--- src/rtl/chunked_carry_adder_if.sv ---
// chunked_carry_adder_if: request/operand and result/flag bundle for chunked_carry_adder.
interface chunked_carry_adder_if #(
    parameter int WIDTH = 16
);
    logic             start;
    logic             sub;
    logic [WIDTH-1:0] A;
    logic [WIDTH-1:0] B;
    logic             cin0;
    logic             busy;
    logic             done;
    logic [WIDTH-1:0] sum;
    logic             cout;
    logic             ovf;
    logic             zero;

    modport master (
        output start, sub, A, B, cin0,
        input  busy, done, sum, cout, ovf, zero
    );

    modport slave (
        input  start, sub, A, B, cin0,
        output busy, done, sum, cout, ovf, zero
    );
endinterface

--- src/rtl/chunked_carry_adder.sv ---
// chunked_carry_adder: multi-cycle add/subtract, CHUNK bits per clock LSB first,
// with the inter-chunk carry held in a register; reports carry, overflow and zero.
module chunked_carry_adder #(
    parameter int WIDTH = 16,
    parameter int CHUNK = 4
) (
    input logic                clk,
    input logic                rst,
    chunked_carry_adder_if.slave bus
);
    localparam int NCHUNK = WIDTH / CHUNK;
    localparam int CW = NCHUNK > 1 ? $clog2(NCHUNK) : 1;

    localparam logic [1:0] IDLE = 2'd0;
    localparam logic [1:0] RUN  = 2'd1;
    localparam logic [1:0] DONE = 2'd2;

    logic [1:0]       state_q;
    logic [CW-1:0]    cnt_q;
    logic [WIDTH-1:0] a_q, b_q, acc_q, acc_d, sum_q;
    logic             carry_q, cout_q, ovf_q, zero_q;
    logic [CHUNK:0]   t;
    logic             last, accept;

    always_comb begin
        t = {1'b0, a_q[cnt_q*CHUNK +: CHUNK]} + {1'b0, b_q[cnt_q*CHUNK +: CHUNK]} + (CHUNK+1)'(carry_q);
        acc_d = acc_q;
        acc_d[cnt_q*CHUNK +: CHUNK] = t[CHUNK-1:0];
        last = cnt_q == CW'(NCHUNK - 1);
        accept = bus.start && state_q != RUN;
    end

    // b_q holds ~B for subtract, so the chunk adder only ever adds
    always_ff @(posedge clk) begin
        if (rst) begin
            state_q <= IDLE;
            cnt_q   <= '0;
            a_q     <= '0;
            b_q     <= '0;
            acc_q   <= '0;
            carry_q <= 1'b0;
            sum_q   <= '0;
            cout_q  <= 1'b0;
            ovf_q   <= 1'b0;
            zero_q  <= 1'b0;
        end else if (accept) begin
            a_q     <= bus.A;
            b_q     <= bus.sub ? ~bus.B : bus.B;
            carry_q <= bus.sub ? ~bus.cin0 : bus.cin0;
            cnt_q   <= '0;
            state_q <= RUN;
        end else if (state_q == RUN) begin
            acc_q   <= acc_d;
            carry_q <= t[CHUNK];
            cnt_q   <= last ? '0 : cnt_q + 1'b1;
            if (last) begin
                state_q <= DONE;
                sum_q   <= acc_d;
                cout_q  <= t[CHUNK];
                ovf_q   <= (a_q[WIDTH-1] == b_q[WIDTH-1]) && (acc_d[WIDTH-1] != a_q[WIDTH-1]);
                zero_q  <= acc_d == '0;
            end
        end else begin
            state_q <= IDLE;
        end
    end

    assign bus.busy = state_q == RUN;
    assign bus.done = state_q == DONE;
    assign bus.sum  = sum_q;
    assign bus.cout = cout_q;
    assign bus.ovf  = ovf_q;
    assign bus.zero = zero_q;
endmodule

--- src/flat_wrapper.sv ---
// flat-port wrapper written by rule: the top's interface ports become plain ports
module chunked_carry_adder_flat 
#(
    parameter int WIDTH = 16,
    parameter int CHUNK = 4
)
  (clk, rst, bus_start, bus_sub, bus_A, bus_B, bus_cin0, bus_busy, bus_done, bus_sum, bus_cout, bus_ovf, bus_zero);
  chunked_carry_adder_if #(.WIDTH(WIDTH)) bus_i ();
  input logic clk;
  input logic rst;
  input wire logic [$bits(bus_i.start)-1:0] bus_start;
  input wire logic [$bits(bus_i.sub)-1:0] bus_sub;
  input wire logic [$bits(bus_i.A)-1:0] bus_A;
  input wire logic [$bits(bus_i.B)-1:0] bus_B;
  input wire logic [$bits(bus_i.cin0)-1:0] bus_cin0;
  output wire logic [$bits(bus_i.busy)-1:0] bus_busy;
  output wire logic [$bits(bus_i.done)-1:0] bus_done;
  output wire logic [$bits(bus_i.sum)-1:0] bus_sum;
  output wire logic [$bits(bus_i.cout)-1:0] bus_cout;
  output wire logic [$bits(bus_i.ovf)-1:0] bus_ovf;
  output wire logic [$bits(bus_i.zero)-1:0] bus_zero;
  assign bus_i.start = bus_start;
  assign bus_i.sub = bus_sub;
  assign bus_i.A = bus_A;
  assign bus_i.B = bus_B;
  assign bus_i.cin0 = bus_cin0;
  assign bus_busy = bus_i.busy;
  assign bus_done = bus_i.done;
  assign bus_sum = bus_i.sum;
  assign bus_cout = bus_i.cout;
  assign bus_ovf = bus_i.ovf;
  assign bus_zero = bus_i.zero;
  chunked_carry_adder #(.WIDTH(WIDTH), .CHUNK(CHUNK)) u_core (.clk(clk), .rst(rst), .bus(bus_i));
endmodule
--- config.mk ---
export PLATFORM = sky130hd
export DESIGN_NAME = chunked_carry_adder_flat
export DESIGN_NICKNAME = d
export VERILOG_FILES = /design/src/rtl/chunked_carry_adder_if.sv /design/src/rtl/chunked_carry_adder.sv /design/src/flat_wrapper.sv
export SDC_FILE = /design/constraint.sdc
export NUM_CORES = 1
export LEC_CHECK = 0
export CORE_ASPECT_RATIO = 1.25
export CORE_MARGIN = 5
export CORE_UTILIZATION = 48
export DETAILED_ROUTE_END_ITERATION = 10
export PLACE_DENSITY_LB_ADDON = 0.08
export REMOVE_ABC_BUFFERS = 1
export SETUP_SLACK_MARGIN = 0.1
export SKIP_CTS_REPAIR_TIMING = 1
export SLEW_MARGIN = 20
export SYNTH_ARGS = -nofsm -noshare
export SYNTH_HDL_FRONTEND = slang
export SYNTH_SLANG_ARGS = --single-unit
--- constraint.sdc ---
create_clock -name clk -period 3.1 [get_ports clk]
set_input_delay 0.62 -clock clk [delete_from_list [all_inputs] [get_ports clk]]
set_output_delay 0.62 -clock clk [all_outputs]
set_load 0.01 [all_outputs]
# --- Word-level counts from Yosys, hierarchy flattened ---
# Cells that the tools add are included.
word_totals:
  n_memories: 0
  output_inout_bits: 21
  ram_bits: 0
  latchBits: 0
  wordCells: 47
  reg_bits: 72
  romBits: 0
classes:
  n_reduce_logical: 8
  bitwise: 4
  eq_ne: 7
  n_mux: 9
  shifts: 4
  addsub: 4
  div_mod_pow: 0
  multipliers: 0
  n_lt_le_gt_ge: 0
ops:
  columns: ["cell", "n"]
  rows:
  - ["4-bit negator with 34-bit output", 1]
  - ["4-bit by 34-bit variable shift with 16-bit output, first input constant", 1]
  - ["4-bit by 34-bit variable part select with 16-bit output", 1]
  - ["16-bit by 5-bit variable part select with 4-bit output", 2]
  - ["16-bit bitwise mux", 1]
  - ["16-bit logical NOT", 1]
  - ["16-bit two-way mux", 1]
  - ["16-bit NOT", 1]
  - ["1-bit two-way mux", 6]
  - ["4-bit by 4-bit adder with 5-bit output", 1]
  - ["5-bit by 1-bit adder with 5-bit output", 1]
  - ["2-bit == test, second input constant", 2]
  - ["3-bit by 1-bit != test with 1-bit output, second input constant", 1]
  - ["1-bit NOT", 3]
  - ["3-bit AND reduction", 1]
  - ["3-bit OR reduction", 1]
  - ["2-bit by 1-bit adder with 2-bit output, second input constant", 1]
  - ["2-bit by 1-bit == test with 1-bit output, second input constant", 1]
  - ["1-bit logical AND", 2]
  - ["2-bit two-way mux", 1]
  - ["2-bit by 1-bit != test with 1-bit output, second input constant", 1]
  - ["2-bit AND reduction", 1]
  - ["2-bit nonzero test", 1]
  - ["2-bit OR reduction", 1]
  - ["other kinds (2)", 2]

# --- Logic depth before layout (Yosys ltp) ---
depth:
  word_depth: 7
  mapped_depth: 11
  ltp_nobuf: 9

# --- Worst setup path before layout ---
# Ideal clock, no wire load.
synth_timing:
  path_kind: "register to register"
  from: "reg u_core.cnt_q[0]"
  to: "reg u_core.zero_q, in the netlist u_core.bus.zero"
  period_less_slack_ps: 3132
  arrival_time_ps: 3016
  slack_ps: -32
  stages_incl_launch_ff: 12
  cell_sequence: "dfxtp_1 buf_2 buf_2 mux4_2 fa_1 inv_1 fa_1 nor4b_1 mux2i_1 o2111ai_1 nor4_1 a31o_1"
synth_between:
  elab_chain_cells: 6
  elab_cells_between_ends: 11
  classes_between: "3 x add/sub; 1 x eq/ne; 4 x shift; 1 x mux; 2 x reduce/logical"
synth_rtl:
  columns: ["element", "line", "text"]
  rows:
  - ["from (decl)", "chunked_carry_adder.sv:19", "logic [CW-1:0] cnt_q;"]
  - ["from (signal assigned)", "chunked_carry_adder.sv:55", "cnt_q <= last ? '0 : cnt_q + 1'b1;"]
  - ["16-bit by 5-bit variable part select with 4-bit output", "chunked_carry_adder.sv:26", "t = {1'b0, a_q[cnt_q*CHUNK +: CHUNK]} + {1'b0, b_q[cnt_q*CHUNK +: CHUNK]} + (CHUNK+1)'(carry_q);"]
  - ["4-bit by 4-bit adder with 5-bit output", "chunked_carry_adder.sv:26", null]
  - ["5-bit by 1-bit adder with 5-bit output", "chunked_carry_adder.sv:26", null]
  - ["4-bit by 34-bit variable part select with 16-bit output", "chunked_carry_adder.sv:28", "acc_d[cnt_q*CHUNK +: CHUNK] = t[CHUNK-1:0];"]
  - ["16-bit bitwise mux", "chunked_carry_adder.sv:28", null]
  - ["16-bit logical NOT", "chunked_carry_adder.sv:61", "zero_q <= acc_d == '0;"]
  - ["to (signal assigned)", "chunked_carry_adder.sv:45", "zero_q <= 1'b0;"]
  - ["to (signal assigned)", "chunked_carry_adder.sv:61", null]
  - ["to (decl)", "chunked_carry_adder.sv:21", "logic carry_q, cout_q, ovf_q, zero_q;"]
# Several ways; a longest one is shown, not always the timed one.
# A chain may end at the register's enable or synchronous reset.

# --- Worst setup path in the final report ---
layout_timing:
  from: "reg u_core.cnt_q[1]"
  to: "reg u_core.zero_q, in the netlist u_core.bus.zero"
# Same word-level chain as after synthesis.

==> impl_metrics.tcl <==
set metrics [dict create \
    grt_max_degree 49 \
    r2r_slack_ns 0.22 \
    p_per_area_nw_per_um2 470 \
    clk_pin_slew_ns 0.07 \
    fmax_mhz 347 \
    synth.avg_cell_area_um2 8.93 \
    synth.distinct_cells 47 \
    ys_ff_latch 72 \
    ys_warn_count 0 \
    die_w_um 85.8 \
    nFillCells 658 \
    clockBufferDepth 2 \
    p_leak_uw 0.00151 \
    vias_per_cell 5.46 \
    antenna_found_initial 0 \
    timing.hold.ws_ns 0.454 \
    cts-root-buf "clkbuf_8" \
    drv_slew 0 \
    r2r-start "u_core.cnt_q[1]" \
    fin_area_um2 4270 \
    required_ns 3.34 \
    grt_pass1_wl_um 12800 \
    core-area_um2 6980 \
    die-area_um2 8980 \
    placed_cell_area_um2 4080 \
    cap_violations 0 \
    arrival_ns 3.12 \
    synthArstFlopShare_pct 0 \
    min_period_ns 2.88 \
    gr-total-overflow 0 \
    synth_area_um2 3450 \
    holdCritStartpoint "u_core.a_q[2]" \
    antenna_left 0 \
    drt_iter0_drc 99 \
    hpwl_um 5680 \
    routed_wl_um 7730 \
    final_hold_viol_count 0 \
    startpoint_type "flip-flop" \
    synthFlopType "dfxtp_1" \
    diodes 0 \
    cts_tree "yes" \
    min_to "u_core.a_q[2]" \
    io_pins 58 \
    period_share_pct 93.0 \
    reg2reg_depth 10 \
    final_util_pct 61.1 \
    fin_total_pwr_uw 2010 \
    initial_core_util_pct 49.4 \
    synth_edf_count 0 \
    wl_per_cell_um 14.6 \
    setup_viol 0 \
    regToRegEndpoint "u_core.bus.zero" \
    crit_start "u_core.cnt_q[1]" \
    fin_skew_ns 0.00713 \
    cts-buffers-inserted 9 \
    status "finished clean" \
    worst_pin_slew_ns 0.616 \
    grt_pass1_vias 2733 \
    rows 34 \
    place_congestion 0.909 \
    post-route-drc-count 0 \
    hold_class "flip-flop to flip-flop" \
    min_path_cells 2 \
    grt_use_total_pct 17.7 \
    setup.worst_path.class "flip-flop to flip-flop" \
    seq_area_frac_synth_pct 41.8 \
    clock_latency_ns 0.34 \
    cp_max_fo 11 \
    drive_above_1_share_pct 9.75 \
    htree_levels 3 \
    rsz0062_at_grt "yes" \
    vias 2900 \
    die_h_um 105 \
    slew_headroom_pct 58.3 \
    nNetsFinal 486 \
    crit_path_end_kind "flip-flop" \
    dr.pass1.iters 4 \
    cts_sinks 72 \
    netlist_instances 386 \
    io_buffers 57 \
    area_growth_pct 23.8 \
    peakVddDrop_mv 0.258 \
]
## sequential cells by signal (all words and copies together) (netlist names)
register         count
u_core.acc_q        16
u_core.bus.ovf       1
u_core.bus.sum      16
u_core.carry_q       1
u_core.cnt_q         2
u_core.a_q          16
u_core.bus.cout      1
u_core.b_q          16
u_core.bus.zero      1
u_core.state_q       2
## worst max path at each step
stage	to
2_1_floorplan	u_core.bus.zero
3_3_place_gp	u_core.bus.sum[11]
3_5_place_dp	u_core.bus.zero
4_1_cts	u_core.bus.zero
5_1_grt	u_core.bus.zero
6_report	u_core.bus.zero
## synth_stat cells, types with 2 or more instances
cell / number / share of area [%]
and4bb_2: 2 / 0.73
a311oi_1: 3 / 0.76
nand2_1: 38 / 4.1
nand2b_1: 5 / 0.91
buf_1: 5 / 0.54
a211oi_1: 38 / 8.3
a41oi_1: 2 / 0.51
nand4_1: 2 / 0.36
ha_1: 9 / 3.3
a21o_1: 2 / 0.44
a32oi_1: 2 / 0.51
fa_1: 2 / 1.2
mux4_2: 8 / 5.2
xnor2_1: 18 / 4.6
buf_2: 9 / 1.3
dfxtp_1: 72 / 42
a22oi_1: 4 / 0.87
inv_1: 8 / 0.87
a31oi_1: 4 / 0.73
clkbuf_1: 13 / 1.4
nor3_1: 3 / 0.44
and2_1: 3 / 0.54
nor2_1: 62 / 6.8
a21oi_1: 30 / 4.4
nor2b_1: 18 / 3.3
o21ai_0: 3 / 0.44
## cell usage in the layout (no fill, tap or decap), types with 5 or more instances in the layout
| cell | netlist | final |
|---|---|---|
| a211oi_1 | 38 | 38 |
| inv_1 | 8 | 8 |
| nand2_1 | 38 | 38 |
| nor2b_1 | 18 | 18 |
| xnor2_1 | 18 | 17 |
| dfxtp_1 | 72 | 72 |
| ha_1 | 9 | 9 |
| nand2b_1 | 5 | 5 |
| buf_4 | 0 | 11 |
| mux4_2 | 8 | 8 |
| clkdlybuf4s50_1 | 0 | 56 |
| nor2_1 | 62 | 62 |
| a21oi_1 | 30 | 29 |
| clkbuf_8 | 0 | 10 |
## where the power goes
part / internal [uW] / leakage (uW) / switching (uW) / total (uW)
clock: 299 / 0.0000838 / 330 / 629
sequential: 972 / 0.000588 / 27.5 / 1000
combinational: 179 / 0.000842 / 198 / 377
## through the flow
stage,cells,worst slack [ns],TNS [ns]
5_1_grt,531,0.0756,0
3_3_place_gp,515,0.279,0
2_1_floorplan,359,-0.0352,-0.0352
6_report,531,0.217,0
4_1_cts,529,0.170,0
3_5_place_dp,515,0.182,0
## layout make-up
cell class	instances	area (um^2)	share of cell area, %
Tap cell	90	113	2.64
Timing Repair Buffer	68	648	15.2
Multi-Input combinational cell	278	1870	43.8
Inverter	9	33.8	0.792
Sequential cell	72	1440	33.8
Clock buffer	10	138	3.23
Clock inverter	4	22.5	0.528
## cell families after synthesis
family	after synthesis	share of synthesized area (%)
simple gates	144	19.8
compound gates	96	19.6
flops	72	41.8
buf+inv	36	4.25
xor+xnor	18	4.58
fa+ha+maj	11	4.43
mux	9	5.52
## metal layers
layer  share of wire [%]  GRT usage [%]
met1                  41           20.8
met4                 1.6           7.01
met3                 4.8           4.02
met5                   0              0
met2                  52           31.0
## critical path: stages (launching register included)
cell	delay [ns]
dfxtp_1	0.35
buf_4	0.21
mux4_2	0.33
fa_1	0.45
inv_1	0.09
fa_1	0.45
nor4b_1	0.30
mux2i_1	0.17
o2111ai_1	0.12
nor4_1	0.08
a31o_1	0.22
Note: power is estimated with default switching activity, not from simulation.
